$ cat src/rtl/hr_pkg.sv
// Shared types and constant helpers for the heart-rate monitor.
package hr_pkg;

  typedef enum logic [1:0] {
    IDLE     = 2'd0,
    DIV_INST = 2'd1,
    DIV_AVG  = 2'd2,
    DONE     = 2'd3
  } hr_state_e;

  // Divider width: wide enough for the largest dividend (averaged case)
  function automatic int unsigned calc_dw(input int unsigned fs_hz, input int unsigned navg);
    return $clog2(60 * fs_hz * navg + 1);
  endfunction

  // Dividend for instantaneous BPM: 60 s * sample rate
  function automatic int unsigned calc_hr_dividend(input int unsigned fs_hz);
    return 60 * fs_hz;
  endfunction

  // Dividend for averaged BPM: scaled by the window depth
  function automatic int unsigned calc_hr_avg_dividend(input int unsigned fs_hz,
                                                       input int unsigned navg);
    return 60 * fs_hz * navg;
  endfunction

endpackage

$ cat src/rtl/seq_divider.sv
// Unsigned restoring divider, one quotient bit per enabled cycle.
// done/quotient are combinational: they present the result of the final
// step during the cycle that step executes, so the caller can chain a new
// start on the same edge.
module seq_divider #(
  parameter int unsigned DW = 18
) (
  input  logic          clk,
  input  logic          rst_n,
  input  logic          en,
  input  logic          start,
  input  logic [DW-1:0] dividend,
  input  logic [DW-1:0] divisor,
  output logic          done,
  output logic [DW-1:0] quotient
);

  localparam int unsigned CW = $clog2(DW + 1);

  logic [DW-1:0] rem;
  logic [DW-1:0] q;
  logic [DW-1:0] dvs;
  logic [CW-1:0] cnt;

  logic [DW:0]   trial;
  logic [DW:0]   diff;
  logic          ge;
  logic [DW-1:0] rem_nxt;
  logic [DW-1:0] q_nxt;

  // One restoring step: shift in next dividend bit, subtract if it fits
  always_comb begin
    trial   = {rem, q[DW-1]};
    diff    = trial - {1'b0, dvs};
    ge      = (trial >= {1'b0, dvs});
    rem_nxt = ge ? diff[DW-1:0] : trial[DW-1:0];
    q_nxt   = {q[DW-2:0], ge};
  end

  assign done     = en && (cnt == CW'(1));
  assign quotient = q_nxt;

  // Operand load on start, otherwise iterate until the count runs out
  always_ff @(posedge clk or negedge rst_n) begin
    if (!rst_n) begin
      rem <= '0;
      q   <= '0;
      dvs <= '0;
      cnt <= '0;
    end else if (en) begin
      if (start) begin
        rem <= '0;
        q   <= dividend;
        dvs <= divisor;
        cnt <= CW'(DW);
      end else if (cnt != '0) begin
        rem <= rem_nxt;
        q   <= q_nxt;
        cnt <= cnt - CW'(1);
      end
    end
  end

endmodule

$ cat src/rtl/hr_monitor.sv
// Heart-rate post-processing: RR range check, sliding window, BPM division
// and brady/tachy alarms from the window-averaged rate.
module hr_monitor
  import hr_pkg::*;
#(
  parameter int unsigned RR_WIDTH  = 11,
  parameter int unsigned FS_HZ     = 360,
  parameter int unsigned NAVG      = 8,
  parameter int unsigned HR_WIDTH  = 9,
  parameter int unsigned RR_MIN    = 72,
  parameter int unsigned RR_MAX    = 1080,
  parameter int unsigned BRADY_BPM = 50,
  parameter int unsigned TACHY_BPM = 120
) (
  input  logic                i_clk,
  input  logic                i_nrst,
  input  logic                i_ce,
  input  logic [RR_WIDTH-1:0] i_rr_period,
  input  logic                i_rr_period_updated,
  input  logic                i_alg_active,
  output logic [HR_WIDTH-1:0] o_hr_bpm,
  output logic [HR_WIDTH-1:0] o_hr_avg_bpm,
  output logic                o_hr_valid,
  output logic                o_hr_avg_valid,
  output logic                o_brady,
  output logic                o_tachy,
  output logic                o_rr_rejected,
  output logic                o_busy
);

  localparam int unsigned DW              = calc_dw(FS_HZ, NAVG);
  localparam int unsigned HR_DIVIDEND     = calc_hr_dividend(FS_HZ);
  localparam int unsigned HR_AVG_DIVIDEND = calc_hr_avg_dividend(FS_HZ, NAVG);
  localparam int unsigned AW              = $clog2(NAVG);
  localparam int unsigned SW              = RR_WIDTH + AW;
  localparam int unsigned FW              = $clog2(NAVG + 1);
  localparam int unsigned HR_MAX          = (1 << HR_WIDTH) - 1;

  hr_state_e           state;
  logic [RR_WIDTH-1:0] rr_buf [NAVG];
  logic [AW-1:0]       wr_ptr;
  logic [SW-1:0]       sum;
  logic [FW-1:0]       fill;
  logic [DW-1:0]       inst_q;

  logic                full;
  logic [RR_WIDTH-1:0] oldest;
  logic                in_range;
  logic                accept;
  logic                div_start;
  logic [DW-1:0]       div_dividend;
  logic [DW-1:0]       div_divisor;
  logic                div_done;
  logic [DW-1:0]       div_quot;
  logic [HR_WIDTH-1:0] avg_new;

  // Saturate a raw quotient into the BPM output range
  function automatic logic [HR_WIDTH-1:0] sat_hr(input logic [DW-1:0] qv);
    return (qv > DW'(HR_MAX)) ? HR_WIDTH'(HR_MAX) : qv[HR_WIDTH-1:0];
  endfunction

  // Window status and acceptance decode for the incoming strobe
  always_comb begin
    full     = (fill == FW'(NAVG));
    oldest   = full ? rr_buf[wr_ptr] : '0;
    in_range = (i_rr_period >= RR_WIDTH'(RR_MIN)) && (i_rr_period <= RR_WIDTH'(RR_MAX));
    accept   = i_ce && i_alg_active && i_rr_period_updated && (state == IDLE) && in_range;
    avg_new  = sat_hr(div_quot);
  end

  // Divider launch: instantaneous on accept, averaged when the first one ends
  always_comb begin
    div_start    = 1'b0;
    div_dividend = '0;
    div_divisor  = '0;
    if (accept) begin
      div_start    = 1'b1;
      div_dividend = DW'(HR_DIVIDEND);
      div_divisor  = DW'(i_rr_period);
    end else if (i_ce && i_alg_active && (state == DIV_INST) && div_done) begin
      div_start    = 1'b1;
      div_dividend = DW'(HR_AVG_DIVIDEND);
      div_divisor  = DW'(sum);
    end
  end

  seq_divider #(.DW(DW)) u_div (
    .clk      (i_clk),
    .rst_n    (i_nrst),
    .en       (i_ce),
    .start    (div_start),
    .dividend (div_dividend),
    .divisor  (div_divisor),
    .done     (div_done),
    .quotient (div_quot)
  );

  // Control FSM, window bookkeeping and registered outputs
  always_ff @(posedge i_clk or negedge i_nrst) begin
    if (!i_nrst) begin
      state          <= IDLE;
      wr_ptr         <= '0;
      sum            <= '0;
      fill           <= '0;
      inst_q         <= '0;
      o_hr_bpm       <= '0;
      o_hr_avg_bpm   <= '0;
      o_hr_valid     <= 1'b0;
      o_hr_avg_valid <= 1'b0;
      o_brady        <= 1'b0;
      o_tachy        <= 1'b0;
      o_rr_rejected  <= 1'b0;
      o_busy         <= 1'b0;
      for (int i = 0; i < int'(NAVG); i++) rr_buf[i] <= '0;
    end else if (!i_ce) begin
      o_hr_valid    <= 1'b0;
      o_rr_rejected <= 1'b0;
    end else begin
      o_hr_valid    <= 1'b0;
      o_rr_rejected <= 1'b0;
      if (!i_alg_active) begin
        state          <= IDLE;
        o_busy         <= 1'b0;
        sum            <= '0;
        fill           <= '0;
        wr_ptr         <= '0;
        o_hr_avg_valid <= 1'b0;
        o_brady        <= 1'b0;
        o_tachy        <= 1'b0;
      end else begin
        case (state)
          IDLE: begin
            if (i_rr_period_updated) begin
              if (in_range) begin
                rr_buf[wr_ptr] <= i_rr_period;
                sum            <= sum + SW'(i_rr_period) - SW'(oldest);
                wr_ptr         <= wr_ptr + AW'(1);
                if (!full) fill <= fill + FW'(1);
                o_busy         <= 1'b1;
                state          <= DIV_INST;
              end else begin
                o_rr_rejected <= 1'b1;
              end
            end
          end
          DIV_INST: begin
            if (i_rr_period_updated) o_rr_rejected <= 1'b1;
            if (div_done) begin
              inst_q <= div_quot;
              state  <= DIV_AVG;
            end
          end
          DIV_AVG: begin
            if (i_rr_period_updated) o_rr_rejected <= 1'b1;
            if (div_done) begin
              o_hr_bpm <= sat_hr(inst_q);
              if (full) begin
                o_hr_avg_bpm   <= avg_new;
                o_hr_avg_valid <= 1'b1;
                o_brady        <= (avg_new < HR_WIDTH'(BRADY_BPM));
                o_tachy        <= (avg_new > HR_WIDTH'(TACHY_BPM));
              end
              o_hr_valid <= 1'b1;
              o_busy     <= 1'b0;
              state      <= DONE;
            end
          end
          DONE: begin
            if (i_rr_period_updated) o_rr_rejected <= 1'b1;
            state <= IDLE;
          end
          default: state <= IDLE;
        endcase
      end
    end
  end

endmodule

$ cat config.mk
export PLATFORM = sky130hd
export DESIGN_NAME = hr_monitor
export DESIGN_NICKNAME = d
export VERILOG_FILES = /design/src/rtl/hr_pkg.sv /design/src/rtl/seq_divider.sv /design/src/rtl/hr_monitor.sv
export SDC_FILE = /design/constraint.sdc
export NUM_CORES = 1
export LEC_CHECK = 0
export ABC_CLOCK_PERIOD_IN_PS = 4240
export BUFFER_PORTS_ARGS = -buffer_cell sky130_fd_sc_hd__buf_4
export CAP_MARGIN = 40
export CORE_MARGIN = 1.5
export CORE_UTILIZATION = 44
export DETAILED_ROUTE_END_ITERATION = 7
export GPL_TIMING_DRIVEN = 0
export SETUP_SLACK_MARGIN = 0.2
export SYNTH_ARGS = -nofsm -noshare
export SYNTH_HDL_FRONTEND = slang
export SYNTH_SLANG_ARGS = --single-unit
$ cat constraint.sdc
create_clock -name i_clk -period 4.24 [get_ports i_clk]
set_input_delay 0.636 -clock i_clk [delete_from_list [all_inputs] [get_ports i_clk]]
set_output_delay 0.636 -clock i_clk [all_outputs]
set_load 0.01 [all_outputs]
Word level (Yosys, flattened, before mapping). Index checks and enable logic that the tools add are counted.

Register bits: 212. Bits of input ports: 16. Word-level logic and storage cells: 150.

Add/sub/neg operators: 6. Magnitude comparators: 9. Equality and inequality tests: 17. Multiplexer cells: 68. Bitwise logic cells: 1. Reductions and logical operators: 24.

Operators with widths (number): 2-to-1 mux 18 bit (7); bitwise mux 88 bit (1); 2-to-1 mux 14 bit (6); 2-to-1 mux 11 bit (4); greater-than comparator 18 x 9 -> 1 bit (second input constant) (2); binary-select mux 11 bit (select 3 bit) (1); demux 11 bit (select 3 bit) (1); 2-to-1 mux 1 bit (27); AND reduction 5 bit (5); 2-to-1 mux 4 bit (5); greater-or-equal comparator 19 x 18 -> 1 bit (1); 2-to-1 mux 9 bit (2); subtractor 18 bit (1); AND reduction 4 bit (4); adder 14 x 11 -> 14 bit (1); subtractor 14 x 11 -> 14 bit (1); 2-to-1 mux 3 bit (4); inequality test 3 bit (second input constant) (4); greater-or-equal comparator 11 x 7 -> 1 bit (second input constant) (1); less-or-equal comparator 11 bit (second input constant) (1); 2-to-1 mux 2 bit (5); 2-to-1 mux 5 bit (2); inequality test 2 x 1 -> 1 bit (second input constant) (5); greater-than comparator 9 x 7 -> 1 bit (second input constant) (1); other kinds (21) (33).

Logic depth before layout (Yosys ltp).
Depth after elaboration: 10. Gate-level depth with buffers: 17. Depth with buffers taken out: 16.

Hierarchy. Synthesis repeated with hierarchy kept, for this count alone.

Cells, all modules: 1123. Area total of the unflattened synthesis: 11975.2 um^2.

Modules (own cells, without submodules): hr_monitor (instances 1, cells an instance 710, area an instance 8147.8 um^2, sequential area each 3828.7 um^2); seq_divider (instances 1, cells an instance 413, area an instance 3827.4 um^2, sequential area each 1476.4 um^2).

Worst setup path before layout. No wires, ideal clock.

Path type: flip-flop to flip-flop. Start: reg wr_ptr[0]. End: reg sum[12]. Data arrival time: 3.815 ns. Path slack: 0.304 ns. Stages on the path, launching flop included: 15. Buffers on the path: 1. Period minus slack after synthesis: 3.936 ns. Path through: dfrtp_1 -> buf_1 -> mux4_2 -> mux2i_1 -> nor2_1 -> fa_1 -> inv_1 -> fa_1 -> a211oi_1 -> o21bai_1 -> a21oi_1 -> o21ai_1 -> a31oi_1 -> xnor2_1 -> a22o_1.

Cells in the longest elaborated chain, start to end: 10.

RTL lines: from (decl) (line hr_monitor.sv:41) `logic [AW-1:0] wr_ptr;`; from (signal assigned) (line hr_monitor.sv:137) `wr_ptr <= wr_ptr + AW'(1);`; NOT 3 -> 4 bit (implied by the code) (line hr_monitor.sv:65) `oldest = full ? rr_buf[wr_ptr] : '0;`; binary-select mux 11 bit (select 3 bit) (line hr_monitor.sv:65); 2-to-1 mux 11 bit (implied by the code) (2 in a row) (line hr_monitor.sv:65); 2-to-1 mux 11 bit (line hr_monitor.sv:65); subtractor 14 x 11 -> 14 bit (line hr_monitor.sv:136) `sum <= sum + SW'(i_rr_period) - SW'(oldest);`; 2-to-1 mux 14 bit (line hr_monitor.sv:134) `if (in_range) begin`; 2-to-1 mux 14 bit (line hr_monitor.sv:133) `if (i_rr_period_updated) begin`; 2-to-1 mux 14 bit (line hr_monitor.sv:131) `case (state)`; 2-to-1 mux 14 bit (line hr_monitor.sv:121) `if (!i_alg_active) begin`; to (signal assigned) (line hr_monitor.sv:136); to (decl) (line hr_monitor.sv:42) `logic [SW-1:0] sum;`.

No other way between the ends. The select of a mux whose other input is x is not followed. A chain may end at the register's enable or synchronous reset.

Worst setup path after layout. Ends and elaborated chain as after synthesis.

==> results by group <==
STA
  • Fin. Hold Viols: 0
  • Unrepaired setup endpoints after global routing: no
  • Fin crit share: roughly nine tenths
  • Slack of the critical path: 384.2 ps
  • Fmax achieved: 259.4 MHz
  • Setup TNS: 0 ps
  • Slew @ Worst Pin: around 800 ps
  • Slew HR: a little under half
  • Clock skew: around 7.4 ps
  • Endpoints failing setup: 0
  • Pins over their slew limit: 0
  • Final Critical Period: 3856 ps

Placement
  • Post-place setup slack: -514.2 ps
  • Dpl cell area: 0.01194 mm²
  • RD Place Congestion: 0.8102
  • Dpl cells: 1448
  • IO buf count: 39
  • HPWL after detailed placement: 18780 µm

Setup path
  • Critical path startpoint category: register
  • CP endpoint kind: register
  • Top delay family on crit path: compound AO/OA/AOI/OAI gates
  • Worst path slowest cell: mux4_2
  • Crit path cell chain: buf_4 -> buf_6 -> mux4_2 -> mux2i_2 -> nor2_1 -> fa_1 -> inv_1 -> ha_1 -> a211oi_2 -> o21bai_1 -> a21oi_2 -> o21ai_1 -> a31oi_1 -> xnor2_1 -> a22o_1
  • WP data arrival: ~4300 ps
  • CP max FO: 7
  • Crit path buf inv count: 3
  • Crit-path max cell delay: 540 ps
  • Critical Path RT: 4630 ps
  • Crit Path Category: reg2reg

Pwr
  • Leak: 6.273 nW
  • Total power: 9.069 mW
  • Cell Pwr Density: a little over 700 mW/mm²
  • Peak supply drop: 376.5 µV

Clock network
  • Clock Tree Root: clkbuf_16
  • CTS tree: done
  • Clock sink count: 208
  • Clock latency at the later pin of the worst-skew pair: 510 ps
  • Clk slew on worst S/H paths: 60 ps
  • Hold buffers post-CTS: 0
  • CTS buffer count: 24
  • Htree depth: 1
  • Clock Tree Buf Depth: 3

Yosys
  • EDFF count, synth: 0
  • Number of synthesized register bits: 208
  • Gate Count Post-Synth: 1077
  • Mapped Area: 0.01119 mm²
  • Cell taking the most area after synthesis: dfrtp_1
  • Net Count, Synth: around 1100
  • FFs w/ async S/R, synth: 100.0%
  • Synth unique cells: around 70
  • Sequential-to-total area share from yosys stat: a little under half
  • Top post-synthesis cells by area: dfrtp_1, mux2_2, nand2_1, ha_1, mux2i_1
  • Share of the synthesized area in the top cell type: 46.53%
  • Syn avg cell area: 10.39 µm²
  • Main synth FF type: dfrtp_1
  • Synth Warn #: 0

Floorplanning
  • Width of the die: 162.5 µm
  • # IOs: 40
  • Die height: 162.5 µm
  • Core Area: 0.02504 mm²
  • Die area: between 0.02 and 0.03 mm²
  • Initial Util: 44.68%
  • Site row count: 58

Detailed routing
  • Initial DRC count: between 500 and 600
  • DRT antenna net count: 0
  • Via total after detailed routing: between 8000 and 9000
  • Total Wirelength: 26690 µm
  • First drt pass iteration count: 5
  • Via-per-instance ratio: 5.373
  • DRC: 0
  • Wirelength per Cell: 17.85 µm

Final layout
  • P&R area growth vs syn: 14.64%
  • Share of cells above drive strength 1: 21.55%
  • Fin cells: between 1000 and 1500
  • Final instance area: 0.01282 mm²
  • # diodes: 0
  • # nets final: 1212
  • Commonest non-fill, non-tap cell in the layout: dfrtp_1
  • Commonest cells after routing, fill and taps aside: dfrtp_1, nand2_1, mux2_2

Global routing
  • Largest net degree at the start of global routing: 108
  • Vias in the first global route: 8084
  • Antenna violations before repair: 0
  • Grt total ovfl: 0
  • First-pass GRT wire length: 43680 µm
  • Global Route Usage Sum: between 20% and 30%

Run
  • Max-Cap Viols: 0

Run status
  • Outcome: complete, no violations

Worst hold path
  • Worst Hold Class: in2async
cells in the mapped netlist (4+ instances only):
| library cell | number |
|---|---|
| a211oi_1 | 5 |
| a21o_1 | 13 |
| a21oi_1 | 44 |
| a221oi_1 | 4 |
| a22o_1 | 16 |
| and3_1 | 5 |
| buf_1 | 8 |
| buf_2 | 14 |
| buf_4 | 8 |
| clkbuf_1 | 28 |
| dfrtp_1 | 208 |
| fa_1 | 12 |
| ha_1 | 37 |
| inv_1 | 75 |
| mux2_2 | 79 |
| mux2_4 | 11 |
| mux2i_1 | 33 |
| mux4_2 | 12 |
| nand2_1 | 148 |
| nand2b_1 | 4 |
| nand3_1 | 30 |
| nand3b_1 | 5 |
| nand4_1 | 5 |
| nor2_1 | 77 |
| nor2b_1 | 4 |
| nor3_1 | 18 |
| nor3_2 | 5 |
| o211ai_1 | 9 |
| o21ai_0 | 40 |
| o21ai_1 | 23 |
| o22ai_1 | 4 |
| o31ai_1 | 5 |
| xnor2_1 | 16 |
| xor2_1 | 11 |
worst paths after layout:
path / start / to / slack (ps) / depth (start not counted)
max: wr_ptr[0] / sum[12] / 380 / 15
max in group asynchronous: i_nrst / wr_ptr[0] / 3020 / 2
min: i_nrst / o_hr_valid / 160 / 1
min reg2reg: o_hr_bpm[0] / o_hr_bpm[0] / 470 / 2
max reg2reg: wr_ptr[0] / sum[12] / 380 / 15
min in group i_clk: i_alg_active / o_busy / 430 / 3
where the power goes:
| group | leakage (nW) | switching (mW) | internal [mW] |
|---|---|---|---|
| Combinational | 3.12 | 2.16 | 1.81 |
| Sequential | 2.75 | 0.471 | 2.58 |
| Clock | 0.395 | 0.808 | 1.24 |
| Total | 6.27 | 3.44 | 5.63 |
sequential cells by signal, summed over array words and instances, names as in the netlist, 5 cells and up:
name          cells
rr_buf           88
inst_q           18
u_div.q          18
u_div.rem        18
sum              14
u_div.dvs        14
o_hr_avg_bpm      9
o_hr_bpm          9
u_div.cnt         5
metrics by stage:
step	util, %	hold slack, ps
6_report	51.22	161.3
5_1_grt	51.22	239.5
4_1_cts	50.95	209.5
3_5_place_dp	47.69	463.5
3_3_place_gp	47.50	460.2
2_1_floorplan	-	340.4
worst reg2reg max path, cell delays in order, from the launching register on:
cell,delay [ps]
dfrtp_2,410
buf_4,180
buf_6,170
mux4_2,540
mux2i_2,220
nor2_1,90
fa_1,480
inv_1,40
ha_1,370
a211oi_2,280
o21bai_1,140
a21oi_2,220
o21ai_1,130
a31oi_1,190
xnor2_1,100
a22o_1,190
final cells by class:
cell class | instances | area, µm²
plain buffers | 59 | 299.0
clock buffers | 36 | 726.9
clock inverters | 8 | 67.56
fillers | 2301 | 12210
inverters | 76 | 285.3
multi-input cells | 734 | 5465
flip-flops and latches | 208 | 5206
well taps | 330 | 412.9
repair buffers | 44 | 361.6
per-layer routing:
| metal | vias up | wire length, µm | part of all wire, % | global-route usage, % |
|---|---|---|---|---|
| met5 | - | 0 | 0 | 0 |
| met4 | 0 | 530 | 2.0 | 4.837 |
| met3 | 32 | 913 | 3.4 | 2.903 |
| met2 | 127 | 12750 | 48 | 35.04 |
| met1 | 3984 | 12500 | 47 | 28.70 |
| li1 | 3890 | - | - | - |
timing repair:
action	4_1_cts	5_1_grt
resized for setup	11	16
setup endpoints to repair	9	5
buffers inserted	0	3
pin swaps	0	3
cells by family after synthesis:
family | share of synthesized area, %
XOR/XNOR | 2.114
AND/OR/NAND/NOR | 13.28
flip-flops | 46.53
AO/OA/AOI/OAI | 11.88
adder cells (fa/ha/maj) | 6.286
buffers and inverters | 5.022
multiplexers | 14.90
Power figures use the tool's default switching activity.
